`config.mk`:
```
export PLATFORM = sky130hd
export DESIGN_NAME = shift_mul_seq
export DESIGN_NICKNAME = d
export VERILOG_FILES = /design/src/rtl/shift_mul_seq.sv
export SDC_FILE = /design/constraint.sdc
export NUM_CORES = 1
export LEC_CHECK = 0
export CORE_MARGIN = 5
export CORE_UTILIZATION = 40
export CTS_CLUSTER_SIZE = 8
export DETAILED_ROUTE_END_ITERATION = 6
export MAX_ROUTING_LAYER = met4
export PLACE_DENSITY = 0.7
export SETUP_SLACK_MARGIN = 0.4
export SYNTH_ARGS = -nofsm -noshare
export SYNTH_HDL_FRONTEND = slang
export SYNTH_SLANG_ARGS = --single-unit
```
`constraint.sdc`:
```
create_clock -name clk -period 2.4 [get_ports clk]
set_input_delay 0.48 -clock clk [delete_from_list [all_inputs] [get_ports clk]]
set_output_delay 0.48 -clock clk [all_outputs]
set_load 0.005 [all_outputs]
```
`src/rtl/shift_mul_seq.sv`:
```
// shift_mul_seq: sequential 8x8 shift-and-add multiplier (product mod 256) that borrows an external shared shifter.
// Optional feature: define SHIFT_MUL_SKIP_ZERO_EN to leave RUN once no higher multiplier bits remain.
module shift_mul_seq (
    input  logic       clk,
    input  logic       rst_n,
    input  logic       start,
    input  logic [7:0] A,
    input  logic [7:0] B,
    output logic [7:0] shf_b,
    output logic [2:0] shf_j,
    input  logic [7:0] shf_result,
    output logic       busy,
    output logic       done,
    output logic [7:0] product,
    output logic       carry,
    output logic [1:0] fsm_state
);

    typedef enum logic [1:0] {
        IDLE = 2'b00,
        RUN  = 2'b01,
        DONE = 2'b10
    } state_t;

    state_t     state, state_nxt;
    logic [7:0] a_q, b_q, acc_q;
    logic [2:0] k_q;
    logic [8:0] sum;
    logic       accept, add_en, last;

    // Handshake: start is a level request sampled only in IDLE (no ready, never queued);
    // done is a one-cycle valid strobe and product stays put until the next accepted start.
    assign accept = (state == IDLE) && start;
    assign add_en = a_q[k_q];
    assign sum    = {1'b0, acc_q} + {1'b0, shf_result};

`ifdef SHIFT_MUL_SKIP_ZERO_EN
    assign last = (k_q == 3'd7) || (((a_q >> k_q) >> 1) == 8'd0);
`else
    assign last = (k_q == 3'd7);
`endif

    assign shf_b     = b_q;
    assign fsm_state = state;

    always_comb begin
        state_nxt = state;
        busy      = 1'b0;
        done      = 1'b0;
        shf_j     = 3'd0;
        case (state)
            IDLE: begin
                if (start) begin
`ifdef SHIFT_MUL_SKIP_ZERO_EN
                    state_nxt = (A == 8'd0) ? DONE : RUN;
`else
                    state_nxt = RUN;
`endif
                end
            end
            RUN: begin
                busy  = 1'b1;
                shf_j = k_q;
                if (last) state_nxt = DONE;
            end
            DONE: begin
                done      = 1'b1;
                state_nxt = IDLE;
            end
            default: state_nxt = IDLE;
        endcase
    end

    always_ff @(posedge clk or negedge rst_n) begin
        if (!rst_n) begin
            state   <= IDLE;
            a_q     <= 8'd0;
            b_q     <= 8'd0;
            acc_q   <= 8'd0;
            k_q     <= 3'd0;
            product <= 8'd0;
            carry   <= 1'b0;
        end else begin
            state <= state_nxt;
            if (accept) begin
                a_q   <= A;
                b_q   <= B;
                acc_q <= 8'd0;
                k_q   <= 3'd0;
                carry <= 1'b0;
`ifdef SHIFT_MUL_SKIP_ZERO_EN
                if (A == 8'd0) product <= 8'd0;
`endif
            end else if (state == RUN) begin
                k_q <= k_q + 3'd1;
                if (add_en) begin
                    acc_q <= sum[7:0];
                    if (sum[8]) carry <= 1'b1;
                end
                // Load the result on the way out so it is valid throughout the DONE cycle.
                if (last) product <= add_en ? sum[7:0] : acc_q;
            end
        end
    end

endmodule
```
[Word-level counts from Yosys, hierarchy flattened]
Index checks and enable logic that the tools add are counted.
Operators by class
  $add $sub $neg: 2
  magnitude comparators: 1
  equal/unequal tests: 5
  mux-type cells: 17
  bitwise operators: 1
  reductions and logical operators: 8
Operator list (count)
  2-to-1 mux 8 bit: 3
  adder 8 x 8 -> 9 bit: 1
  2-to-1 mux 3 bit: 3
  2-to-1 mux 1 bit: 7
  AND reduction 3 bit: 2
  nonzero test 2 bit: 3
  less-than comparator 3 x 4 -> 1 bit (second input constant): 1
  2-to-1 mux 2 bit: 2
  != test 2 bit (second input constant): 2
  case mux 2 bit (2 select lines): 1
  adder 3 x 1 -> 3 bit (second input constant): 1
  binary-select mux 1 bit (select 3 bit): 1
  equality test 3 bit (second input constant): 1
  equality test 2 x 1 -> 1 bit (second input constant): 1
  equality test 2 bit (second input constant): 1
  zero test 2 bit: 1
  AND reduction 2 bit: 1
  logical AND 1 bit: 1
  inverter 1 bit: 1
Storage, ports and cells
  flip-flop bits (word level): 38
  input port bits: 27
  output and inout port bits: 24
  logic and storage cells: 41

[Logic depth before layout (Yosys ltp)]
  depth in word-level cells: 5
  depth in mapped cells: 7
  depth with buffers taken out: 7

[Least setup slack after synthesis]
Ideal clock, no wire load.
  path type: input -> register
  start point: input port shf_result[0]
  end point: register product[6]
  setup time: 0.077 ns
  arrival: 2.081 ns
  data required time: 2.323 ns
  setup slack: 0.242 ns
  stages: 7
  buffers on the path: 0
  cell sequence: ha_1 > fa_1 > a21o_1 > a221oi_1 > nor2b_1 > or3_1 > a21oi_1
Between the ends
  word-level cells in the longest chain between the ends: 2
Ends and longest elaborated chain
  start: declaration: line 11  | input logic [7:0] shf_result,
  adder 8 x 8 -> 9 bit: line 35  | assign sum = {1'b0, acc_q} + {1'b0, shf_result};
  2-to-1 mux 8 bit
  end signal: assignment: line 101  | if (last) product <= add_en ? sum[7:0] : acc_q;
  end: declaration: line 14  | output logic [7:0] product,
Every way passes these cells.
A chain may end at the register's enable or synchronous reset.

[Final worst setup path]
  start point: register acc_q[0]
  end point: register product[6]
Between the ends
  word-level cells in the longest chain between the ends: 2
Ends and longest elaborated chain
  start: declaration: line 26  | logic [7:0] a_q, b_q, acc_q;
  start signal: assignment: line 97  | acc_q <= sum[7:0];
  adder 8 x 8 -> 9 bit: line 35
  2-to-1 mux 8 bit
Every way passes these cells.

==> run_summary.xml <==
<?xml version="1.0" encoding="UTF-8"?>
<metrics>
  <group name="run_status">
    <metric name="status" unit="">complete, no violations</metric>
  </group>
  <group name="synthesis">
    <metric name="cell_type_contributing_the_most_total_cell_area_after_synthesis" unit="">dfrtp_1</metric>
    <metric name="synth_top_area_share" unit="%">49.45</metric>
    <metric name="register_area_share_after_synthesis" unit="%">49.45</metric>
    <metric name="leading_post_synthesis_cells_by_cell_area" unit="">dfrtp_1, mux2_2, ha_1</metric>
    <metric name="synth-edff-count" unit="">0</metric>
    <metric name="synth_xor_area_share" unit="%">1.366</metric>
    <metric name="syn_area" unit="µm²">1923</metric>
    <metric name="synth_async_sr_flop_share" unit="%">100.0</metric>
    <metric name="main_combinational_cell_family_by_area_after_synthesis" unit="">multiplexers</metric>
    <metric name="yosys_most_used_dff" unit="">dfrtp_1</metric>
    <metric name="synth_compound_gate_area_share" unit="%">13.92</metric>
    <metric name="yosys_warnings" unit="">0</metric>
    <metric name="synth_adder_area_share" unit="%">7.547</metric>
    <metric name="yosys_register_bits" unit="">38</metric>
    <metric name="syn-instance-count" unit="">162</metric>
    <metric name="synth-simple-area-share" unit="%">9.694</metric>
    <metric name="synth.area.mux_share" unit="%">16.40</metric>
    <metric name="post_syn_nets" unit="">200</metric>
    <metric name="post_synth.cell_area_avg" unit="µm²">11.87</metric>
    <metric name="ys_types" unit="">35</metric>
  </group>
  <group name="die">
    <metric name="die_w" unit="µm">79.34</metric>
    <metric name="fp.dieH" unit="µm">79.34</metric>
    <metric name="initial_utilization" unit="%">40.99</metric>
    <metric name="rows" unit="">25</metric>
    <metric name="die_area" unit="µm²">6294</metric>
    <metric name="core_ar" unit="µm²">4692</metric>
    <metric name="num_io_pins" unit="">51</metric>
  </group>
  <group name="clock_network">
    <metric name="clk-insertion-delay-late" unit="ns">0.29</metric>
    <metric name="h_tree_depth_reported_by_cts" unit="">2</metric>
    <metric name="clock_tree.buffer_depth" unit="">2</metric>
    <metric name="cts_sinks" unit="">38</metric>
    <metric name="cts_root_buffer" unit="">clkbuf_8</metric>
    <metric name="cts_tree" unit="">yes</metric>
    <metric name="cts_buffers" unit="">5</metric>
    <metric name="cts.reportedPaths.clkPinSlew" unit="ns">0.07</metric>
    <metric name="post_cts_hold_buffer_count" unit="">0</metric>
  </group>
  <group name="worst_setup_path">
    <metric name="cp.arrival" unit="ns">2.25</metric>
    <metric name="worst_ep_required_time" unit="ns">2.62</metric>
    <metric name="reg2reg_setup_slack" unit="ns">0.37</metric>
    <metric name="worst_setup_path_start_kind" unit="">flop</metric>
    <metric name="worst_r2r_startpoint" unit="">acc_q[0]</metric>
    <metric name="worst_r2r_endpoint" unit="">product[6]</metric>
    <metric name="endpoint_kind" unit="">flop</metric>
    <metric name="rr_worst_depth" unit="">7</metric>
    <metric name="path_class" unit="">reg -&gt; reg</metric>
    <metric name="worst-path-max-fanout" unit="">2</metric>
    <metric name="worst_setup_path_startpoint" unit="">acc_q[0]</metric>
  </group>
  <group name="global_routing">
    <metric name="overflow" unit="">0</metric>
    <metric name="grt_util_met1" unit="%">18.64</metric>
    <metric name="globalRouteTotalUtil" unit="%">14.82</metric>
    <metric name="grt_pass1_vias" unit="">1485</metric>
    <metric name="grt_max_degree" unit="">39</metric>
    <metric name="globalRoute.busiestLayer" unit="">met2</metric>
    <metric name="grt_first_pass_wirelength" unit="mm">6.996</metric>
    <metric name="grtUsageMet3" unit="%">4.649</metric>
    <metric name="grtUsageMet2" unit="%">22.14</metric>
    <metric name="grt_antenna_before_repair" unit="">0</metric>
  </group>
  <group name="routing">
    <metric name="number_of_detailed_routing_iterations_run_before_antenna_repair" unit="">4</metric>
    <metric name="total_via_count_after_detailed_routing" unit="">1502</metric>
    <metric name="viasPerCell" unit="">5.270</metric>
    <metric name="totalWireLength" unit="mm">4.300</metric>
    <metric name="final_antenna_net_count" unit="">0</metric>
    <metric name="drt_iter0_markers" unit="">84</metric>
    <metric name="post-route-drc-count" unit="">0</metric>
    <metric name="routedWlPerCell" unit="µm">15.09</metric>
  </group>
  <group name="power_and_ir_drop">
    <metric name="peak_supply_drop" unit="V">0.0006206</metric>
    <metric name="fin_total_pwr" unit="mW">3.797</metric>
    <metric name="power.density_cell_area" unit="nW/µm²">1374</metric>
    <metric name="fraction_of_power_consumed_by_sequential_logic" unit="%">31.1</metric>
    <metric name="leakage" unit="nW">1.233</metric>
    <metric name="power_frac_comb" unit="%">57.7</metric>
    <metric name="total_switching_power" unit="mW">1.341</metric>
    <metric name="cellInternalPower" unit="mW">2.456</metric>
    <metric name="switching_share" unit="%">35.32</metric>
    <metric name="clock_power_share" unit="%">11.2</metric>
  </group>
  <group name="cells_and_area">
    <metric name="nNetsFinal" unit="">270</metric>
    <metric name="final_layout_size_suffix_gt1_share" unit="%">24.68</metric>
    <metric name="antenna_cells" unit="">0</metric>
    <metric name="synthToLayoutAreaGrowth" unit="%">43.72</metric>
    <metric name="final_common_cell" unit="">clkdlybuf4s50_1</metric>
    <metric name="finish.cell_count_without_fillers" unit="">285</metric>
    <metric name="commonest_non_fill_non_tap_cells_in_the_layout" unit="">clkdlybuf4s50_1, dfrtp_1, mux2_2</metric>
  </group>
  <group name="timing">
    <metric name="report.final.setup_viol" unit="">0</metric>
    <metric name="fin_worst_skew" unit="ns">0.003674</metric>
    <metric name="timing.final.hold_violations" unit="">0</metric>
    <metric name="tightest_slew" unit="ns">0.8431</metric>
    <metric name="setup_ws" unit="ns">0.3724</metric>
    <metric name="worst_slew_margin_relative_to_its_limit" unit="%">43.80</metric>
    <metric name="fin_crit" unit="ns">2.028</metric>
    <metric name="clock.fmax" unit="MHz">493.2</metric>
    <metric name="number_of_slew_limit_violations_in_the_final_report" unit="">0</metric>
    <metric name="final_worst_path_period_share" unit="%">84.49</metric>
    <metric name="rsz0062_at_grt" unit="">yes</metric>
  </group>
  <group name="place">
    <metric name="detailed_placement_hpwl" unit="mm">3.193</metric>
    <metric name="place.detailed.instances" unit="">272</metric>
    <metric name="routability_driven_placement_congestion_ratio" unit="">0.7283</metric>
    <metric name="post-place-ws" unit="ns">-0.1874</metric>
    <metric name="port-buffer-count" unit="">50</metric>
  </group>
  <group name="min_path">
    <metric name="min_path_type" unit="">in -&gt; async</metric>
  </group>
  <group name="job">
    <metric name="max_cap_viol_count" unit="">0</metric>
  </group>
</metrics>
==> metrics by stage <==
| stage | instance area [µm²] | TNS (ns) | hold slack, ns | utilization (%) |
|---|---|---|---|---|
| final | 2764 | 0 | 0.2896 | 58.91 |
| after detailed placement | 2567 | -0.3930 | 0.4743 | 54.72 |
| after global placement | 2567 | -0.2973 | 0.4690 | 54.72 |
| after global routing | 2764 | 0 | 0.3575 | 58.91 |
| after CTS | 2671 | 0 | 0.3175 | 56.93 |
| after floorplan | 1944 | 0 | 0.1844 | - |
==> logic make-up after synthesis <==
family	count (synthesis)
muxes	25
and+or+nand+nor	37
adders and majority gates	11
buffers and inverters	6
AOI/OAI and AO/OA	42
xor gates and xnor gates	3
DFF	38
==> worst max-delay path by stage <==
| stage | to | slack [ns] | cells past startpoint |
|---|---|---|---|
| 2_1_floorplan | acc_q[6] | 0.40 | 7 |
| 3_3_place_gp | product[6] | -0.15 | 8 |
| 3_5_place_dp | acc_q[6] | -0.19 | 8 |
| 4_1_cts | acc_q[6] | 0.34 | 8 |
| 5_1_grt | product[6] | 0.29 | 7 |
| 6_report | product[6] | 0.37 | 7 |
==> synth_stat cells, types with 2 or more instances <==
cell type and instances:
o21ai_0 6, mux2_2 16, o21ai_1 5, inv_1 3, ha_1 10, a21boi_0 2
and2_1 3, nor3_1 2, nor2b_1 5, a21o_1 4, dfrtp_1 38, mux4_1 2
mux2i_1 6, nand2_1 12, nand2b_1 4, xor2_1 2, a211oi_1 2, a21oi_1 12
a22o_1 6, nor2_1 7
==> worst max-delay path, cell delays in order (launching register included) <==
cell	delay, ns
dfrtp_1	0.40
ha_4	0.17
fa_2	0.34
a21o_1	0.19
a221oi_2	0.27
nor2b_1	0.10
or3_4	0.35
a21oi_2	0.14
==> sequential cells by signal, summed over array words and instances, names as in the netlist <==
register	cells
shf_b	8
k_q	3
carry	1
acc_q	8
a_q	8
fsm_state	2
product	8
==> timing repair <==
action	CTS	global route
setup endpoints to repair	12	18
hold endpoints to repair	0	0
setup buffers	3	4
gates resized for setup	8	14
pin swaps	2	7
==> power by group through the flow <==
stage	Combinational [mW]	Sequential (mW)	Clock, mW
after detailed placement	2.07	1.18	0
after global routing	2.40	1.23	0.480
final	2.19	1.18	0.426
after global placement	2.03	1.18	0
after floorplan	1.25	1.15	0
after CTS	2.09	1.18	0.445
==> per-layer routing <==
metal  vias up  part of all wire (%)
met5         -                     0
met4         0                   1.6
met3         7                   5.7
met2        44                    47
met1       721                    46
li1        730                     -
==> final cells by class <==
class / instances / area (µm²)
clock buffer: 6 / 82.58
multi-input combinational: 118 / 1020
inverter: 3 / 11.26
timing repair buffer: 66 / 629.4
tap: 54 / 67.56
fill: 408 / 1928
sequential: 38 / 953.4
Note: power is estimated with default switching activity, not from simulation.
